<file path="src/rtl/seq_detect_pkg.sv">
// Shared types and default sizing for the multi-pattern serial sequence detector.
package seq_detect_pkg;

    // Global matching mode: overlapping matches, or restart after each match.
    typedef enum logic {
        MODE_OVERLAP = 1'b0,
        MODE_NONOVL  = 1'b1
    } mode_t;

    localparam int N_DEF  = 6;  // pattern / history width
    localparam int M_DEF  = 4;  // number of channels
    localparam int CW_DEF = 8;  // match counter width

endpackage

</file>
<file path="src/rtl/seq_detect_chan.sv">
// One detector channel: programmable seq/mask, fill guard, registered hit pulse
// and a saturating match counter.
module seq_detect_chan
    import seq_detect_pkg::*;
#(
    parameter int N  = N_DEF,
    parameter int CW = CW_DEF
) (
    input  logic          clk,
    input  logic          reset_n,
    input  logic [N-1:0]  hist_nxt,   // history as it will be after this cycle's shift
    input  logic          en,
    input  mode_t         mode,
    input  logic          cfg_we,     // already decoded for this channel
    input  logic [N-1:0]  cfg_seq,
    input  logic [N-1:0]  cfg_mask,
    input  logic          clr_cnt,
    output logic          hit,
    output logic [CW-1:0] cnt
);

    localparam int FW = $clog2(N + 1);
    localparam logic [FW-1:0] FILL_FULL = FW'(N);
    localparam logic [FW-1:0] FILL_ARM  = FW'(N - 1);  // one more bit completes a window
    localparam logic [CW-1:0] CNT_MAX   = '1;

    logic [N-1:0]  seq_q,  seq_d;
    logic [N-1:0]  mask_q, mask_d;
    logic [FW-1:0] fill_q, fill_d;
    logic          hit_q,  hit_d;
    logic [CW-1:0] cnt_q,  cnt_d;
    logic          match;

    // Next-state: compare, fill tracking, config write and counter update.
    always_comb begin
        // NOTE: every signal gets a default before any branch so no path can infer a latch.
        seq_d  = seq_q;
        mask_d = mask_q;
        fill_d = fill_q;
        cnt_d  = cnt_q;

        // A write to this channel blocks matching in the same cycle; a zero mask disables it.
        match = en && !cfg_we && (mask_q != '0)
              && (&((hist_nxt ~^ seq_q) | ~mask_q))
              && (fill_q >= FILL_ARM);
        hit_d = match;

        if (cfg_we) begin
            seq_d  = cfg_seq;
            mask_d = cfg_mask;
            fill_d = '0;
        end else if (en) begin
            if (match && (mode == MODE_NONOVL)) begin
                fill_d = '0;
            end else if (fill_q != FILL_FULL) begin
                fill_d = fill_q + 1'b1;
            end
        end

        // Clear wins over a coincident match; the hit pulse is unaffected.
        if (clr_cnt) begin
            cnt_d = '0;
        end else if (match && (cnt_q != CNT_MAX)) begin
            cnt_d = cnt_q + 1'b1;
        end
    end

    // Channel state registers.
    always_ff @(posedge clk or negedge reset_n) begin
        if (!reset_n) begin
            // NOTE: seq/mask are reset like any other state so every channel wakes up disabled.
            seq_q  <= '0;
            mask_q <= '0;
            fill_q <= '0;
            hit_q  <= 1'b0;
            cnt_q  <= '0;
        end else begin
            // NOTE: non-blocking assignments so every flop samples the pre-edge values.
            seq_q  <= seq_d;
            mask_q <= mask_d;
            fill_q <= fill_d;
            hit_q  <= hit_d;
            cnt_q  <= cnt_d;
        end
    end

    assign hit = hit_q;
    assign cnt = cnt_q;

endmodule

</file>
<file path="src/rtl/multi_seq_detect.sv">
// Serial multi-pattern sequence detector: shared shift history feeding M
// independently programmable channels, plus hit priority encoder and count mux.
module multi_seq_detect
    import seq_detect_pkg::*;
#(
    parameter  int N  = N_DEF,
    parameter  int M  = M_DEF,
    parameter  int CW = CW_DEF,
    localparam int IW = (M > 1) ? $clog2(M) : 1
) (
    input  logic          clk,
    input  logic          reset_n,
    input  logic          a,
    input  logic          en,
    input  logic          mode,
    input  logic          cfg_we,
    input  logic [IW-1:0] cfg_idx,
    input  logic [N-1:0]  cfg_seq,
    input  logic [N-1:0]  cfg_mask,
    input  logic          clr_cnt,
    input  logic [IW-1:0] cnt_sel,
    output logic [M-1:0]  hit,
    output logic          hit_any,
    output logic [IW-1:0] hit_idx,
    output logic [CW-1:0] cnt_out
);

    logic [N-1:0]  hist_q, hist_d;
    logic [CW-1:0] cnt_arr [M];

    // Shift the new bit in at the LSB only on enabled cycles.
    always_comb begin
        hist_d = en ? {hist_q[N-2:0], a} : hist_q;
    end

    // Shared history register.
    always_ff @(posedge clk or negedge reset_n) begin
        if (!reset_n) begin
            hist_q <= '0;
        end else begin
            hist_q <= hist_d;
        end
    end

    // Channels compare against the post-shift history; cfg_idx values >= M decode to nothing.
    for (genvar i = 0; i < M; i++) begin : g_chan
        seq_detect_chan #(
            .N  (N),
            .CW (CW)
        ) u_chan (
            .clk      (clk),
            .reset_n  (reset_n),
            .hist_nxt (hist_d),
            .en       (en),
            .mode     (mode_t'(mode)),
            .cfg_we   (cfg_we && (cfg_idx == IW'(i))),
            .cfg_seq  (cfg_seq),
            .cfg_mask (cfg_mask),
            .clr_cnt  (clr_cnt),
            .hit      (hit[i]),
            .cnt      (cnt_arr[i])
        );
    end

    assign hit_any = |hit;

    // Lowest-index hit wins; scanning downward leaves the lowest set index last.
    always_comb begin
        hit_idx = '0;
        for (int i = M - 1; i >= 0; i--) begin
            if (hit[i]) begin
                hit_idx = IW'(i);
            end
        end
    end

    // Counter readback; selects with no matching channel read as zero.
    always_comb begin
        cnt_out = '0;
        for (int i = 0; i < M; i++) begin
            if (cnt_sel == IW'(i)) begin
                cnt_out = cnt_arr[i];
            end
        end
    end

endmodule

</file>
<file path="config.mk">
export PLATFORM = sky130hd
export DESIGN_NAME = multi_seq_detect
export DESIGN_NICKNAME = d
export VERILOG_FILES = /design/src/rtl/seq_detect_pkg.sv /design/src/rtl/seq_detect_chan.sv /design/src/rtl/multi_seq_detect.sv
export SDC_FILE = /design/constraint.sdc
export NUM_CORES = 1
export LEC_CHECK = 0
export ABC_AREA = 1
export CAP_MARGIN = 40
export CORE_MARGIN = 4
export CORE_UTILIZATION = 45
export CTS_CLUSTER_DIAMETER = 50
export DETAILED_ROUTE_END_ITERATION = 8
export GPL_ROUTABILITY_DRIVEN = 0
export GPL_TIMING_DRIVEN = 0
export PLACE_DENSITY_LB_ADDON = 0.3
export SYNTH_ARGS = -nofsm -noshare
export SYNTH_HDL_FRONTEND = slang
export SYNTH_SLANG_ARGS = --single-unit
</file>
<file path="constraint.sdc">
create_clock -name clk -period 1.8 [get_ports clk]
set_input_delay 0.18 -clock clk [delete_from_list [all_inputs] [get_ports clk]]
set_output_delay 0.18 -clock clk [all_outputs]
set_load 0.02 [all_outputs]
</file>
==> impl_metrics.json <==
{
  "rows": 41,
  "run_status": "finished clean",
  "vias_after_detailed_routing": 5463,
  "min_tclk_post_route_ns": 1.79,
  "grt_max_degree": 67,
  "cp-end-kind": "register",
  "crit_path_end": "g_chan[2].u_chan.cnt[1]$_DFFE_PN0P_",
  "yosys_cell_types": 34,
  "synth_largest_type_area_fraction": 0.427,
  "grt_first_pass_wirelength_um": 24800,
  "critical_path_required_ns": 2.04,
  "clkTransAtPathRegs_ns": 0.07,
  "arrival_ns": 2.03,
  "global_route.usage.met2": 0.328,
  "regToRegEndpoint": "g_chan[2].u_chan.cnt[1]$_DFFE_PN0P_",
  "antenna_found_initial": 0,
  "remaining_drc_errors": 0,
  "layout-drive-gt1-share": 0.204,
  "placed_area_um2": 6560,
  "post-dp-hpwl_um": 11000,
  "fillerInstances": 1196,
  "routed_wire_length_per_instance_um": 14.7,
  "fin_nets": 925,
  "cp_cell_sequence": "ha_2 -> nand3_1 -> nor2_1 -> nand4_1 -> buf_4 -> nand2_8 -> nand2_8 -> nand3_2 -> nand2_1",
  "synth.net_count": 845,
  "power.share.sequential": 0.403,
  "hold_path_depth": 3,
  "clock.fmax_ghz": 0.558,
  "postLayoutCoreUtil": 0.588,
  "tot_gr_track_use": 0.208,
  "floorplan.io_pins": 38,
  "switching_share": 0.335,
  "grt_setup_unrepaired": "true",
  "timing.final.max_slew_violations": 0,
  "n_antenna_cell": 0,
  "synth_seq_area_share": 0.427,
  "fraction_of_synthesis_flops_using_an_asynchronous_set_or_reset_pin": 1.00,
  "grt_most_used_layer": "met2",
  "first_global_vias": 4965,
  "r2r_start": "g_chan[2].u_chan.cnt[0]$_DFFE_PN0P_",
  "leakagePower_uw": 0.00368,
  "synth-main-ff-cell": "sky130_fd_sc_hd__dfrtp_1",
  "total_of_warnings_raised_by_yosys": 0,
  "reg2reg_setup_slack_ns": 0.009,
  "grt_remaining_overflow": 0,
  "synth_top_cell_by_area": "sky130_fd_sc_hd__dfrtp_1",
  "vdd_drop_max_mv": 0.635,
  "largest_incremental_delay_on_the_critical_path_ns": 0.46,
  "pwr_density_cell_nw_per_um2": 976,
  "initial_utilization": 0.466,
  "core-area_um2": 12800,
  "combinational_share_of_power": 0.288,
  "internal_power_uw": 4900,
  "vertical_die_dimension_um": 123,
  "critical_path.slowest_cell": "sky130_fd_sc_hd__dfrtp_1",
  "ys_ff_latch": 102,
  "cts_buffer_depth": 2,
  "areaGrowthSynthToFinish_pct": 26.3,
  "layout.cells.most_common_list": "207 x sky130_fd_sc_hd__nand2_1, 100 x sky130_fd_sc_hd__dfrtp_1, 92 x sky130_fd_sc_hd__nand3_1, 79 x sky130_fd_sc_hd__inv_1, 70 x sky130_fd_sc_hd__nor2_1",
  "finalClockSkew_ns": 0.00883,
  "groute.layer.met1.usage": 0.293,
  "via_per_inst": 5.14,
  "timing.reg2reg.worst_path_depth": 9,
  "setup_violations": 0,
  "crit_path_max_fanout": 7,
  "cts_tree": "yes",
  "cp.buffers_inverters": 1,
  "cts-htree-levels": 3,
  "dieWidth_um": 123,
  "io_buffers": 35,
  "cp.depth": 9,
  "worst_path_dominant_cell_family": "simple AND/OR/NAND/NOR gates",
  "netlist_top_cells_area": "sky130_fd_sc_hd__dfrtp_1 43%, sky130_fd_sc_hd__nand2_1 15%, sky130_fd_sc_hd__nand3_1 9.0%",
  "commonest_non_fill_non_tap_cell_in_the_layout": "sky130_fd_sc_hd__nand2_1",
  "fin_area_um2": 7540,
  "worst_setup_path_start": "g_chan[2].u_chan.cnt[0]$_DFFE_PN0P_",
  "drt-total-wl_um": 15700,
  "post_synth_instance_area_um2": 5970,
  "globalRouteMet3Util": 0.0398,
  "setup_total_negative_slack_ns": 0,
  "drtPass1Iterations": 5,
  "die_area_um2": 15200,
  "total_switching_power_uw": 2470,
  "timing.critical_path.mode_cell": "sky130_fd_sc_hd__nand2_8",
  "netlist_instances": 806,
  "dr_iter_0_viols": 358,
  "start_kind": "register",
  "clock_tree.root_cell": "sky130_fd_sc_hd__clkbuf_16",
  "cts_buffers": 9,
  "synth-edff-count": 0,
  "maxCapViolations": 0,
  "synth_area_per_cell_um2": 7.41,
  "timing.final.crit_share": 0.995,
  "antenna_left": 0,
  "insertion_delay_ns": 0.35,
  "slew_headroom": 0.536,
  "clock_power_share": 0.309,
  "tightestPinTransition_ns": 0.695,
  "cts_sinks": 102,
  "critical_path_class": "register to register",
  "count_of_endpoints_failing_hold_in_the_final_timing_report": 0,
  "min_path_type": "input port to register",
  "hp-start": "en"
}
[routing by layer]
metal  part of all wire  vias up
li1                   -     2740
met1               0.45     2557
met2               0.48      142
met3              0.053       24
met4              0.019        0
met5                  0        -
[through the flow]
stage / instances / total power [uW] / hold slack (ns) / setup slack [ns]
after global routing: 1063 / 7830 / 0.161 / -0.151
after detailed placement: 1014 / 4680 / 0.188 / -0.528
after global placement: 1013 / 4620 / 0.490 / -3.42
after CTS: 1047 / 7040 / 0.136 / -0.00163
final: 1063 / 7370 / 0.151 / 0.00947
after floorplan: 806 / 4150 / -0.116 / 0.186
[power by group through the flow]
stage	combinational, uW	clock, uW	sequential [uW]
floorplan	1250	0	2900
global placement	1640	0	2990
detailed placement	1690	0	2990
CTS	1770	2320	2950
global route	2400	2410	3020
finish	2120	2280	2970
[area by class of cell]
cell class / instances / area [um^2] / share of cell area
repair buffers: 70 / 657 / 0.0871
multi-input cells: 585 / 3290 / 0.436
flip-flops and latches: 102 / 2550 / 0.339
plain buffers: 21 / 109 / 0.0144
clock inverters: 6 / 115 / 0.0153
inverters: 97 / 374 / 0.0496
clock buffers: 10 / 229 / 0.0303
well taps: 172 / 215 / 0.0285
[worst reg2reg max path, cell delays in order, from the launching register on]
cell	delay, ns
sky130_fd_sc_hd__dfrtp_1	0.46
sky130_fd_sc_hd__ha_2	0.28
sky130_fd_sc_hd__nand3_1	0.13
sky130_fd_sc_hd__nor2_1	0.16
sky130_fd_sc_hd__nand4_1	0.15
sky130_fd_sc_hd__buf_4	0.21
sky130_fd_sc_hd__nand2_8	0.09
sky130_fd_sc_hd__nand2_8	0.07
sky130_fd_sc_hd__nand3_2	0.08
sky130_fd_sc_hd__nand2_1	0.06
[synth_stat cells, types with 5 or more instances]
cell type and number:
sky130_fd_sc_hd__nand3_1 107, sky130_fd_sc_hd__xnor2_1 6, sky130_fd_sc_hd__nor2_1 80, sky130_fd_sc_hd__xor2_1 16
sky130_fd_sc_hd__ha_1 16, sky130_fd_sc_hd__o21ai_0 56, sky130_fd_sc_hd__clkbuf_1 15, sky130_fd_sc_hd__dfrtp_1 102
sky130_fd_sc_hd__nand2_2 15, sky130_fd_sc_hd__a21oi_1 5, sky130_fd_sc_hd__inv_1 90, sky130_fd_sc_hd__nand4_1 5
sky130_fd_sc_hd__nand2_1 234, sky130_fd_sc_hd__nor3_1 6, sky130_fd_sc_hd__nand3_2 6, sky130_fd_sc_hd__nor2_2 5
[worst min-delay path by stage]
stage | to
final | hist_q[2]$_DFF_PN0_
after global routing | hist_q[2]$_DFF_PN0_
after floorplan | g_chan[0].u_chan.cnt[0]$_DFFE_PN0P_
after CTS | hist_q[2]$_DFF_PN0_
after detailed placement | g_chan[2].u_chan.seq_q[3]$_DFFE_PN0P_
after global placement | g_chan[1].u_chan.seq_q[2]$_DFFE_PN0P_
[what timing repair did]
item                       in CTS  in global routing
hold buffers                    1                  0
pin swaps                       7                 40
setup endpoints to repair      52                 57
resized for setup              33                101
hold endpoints to repair       36                  0
buffers inserted               16                 17
[state kept, by name, indices dropped and copies added (netlist names)]
register and count:
g_chan.u_chan.cnt 32, g_chan.u_chan.fill_q 12, g_chan.u_chan.seq_q 24, g_chan.u_chan.mask_q 24, g_chan.u_chan.hit 4, hist_q 6
[cell families after synthesis]
kind of cell,count (synthesis),synth area share
buf+inv,119,0.0806
flops,102,0.427
xor+xnor,22,0.0323
simple gates,471,0.346
compound gates,76,0.0800
fa+ha+maj,16,0.0335
No activity file was read; power rests on OpenSTA's default activity.
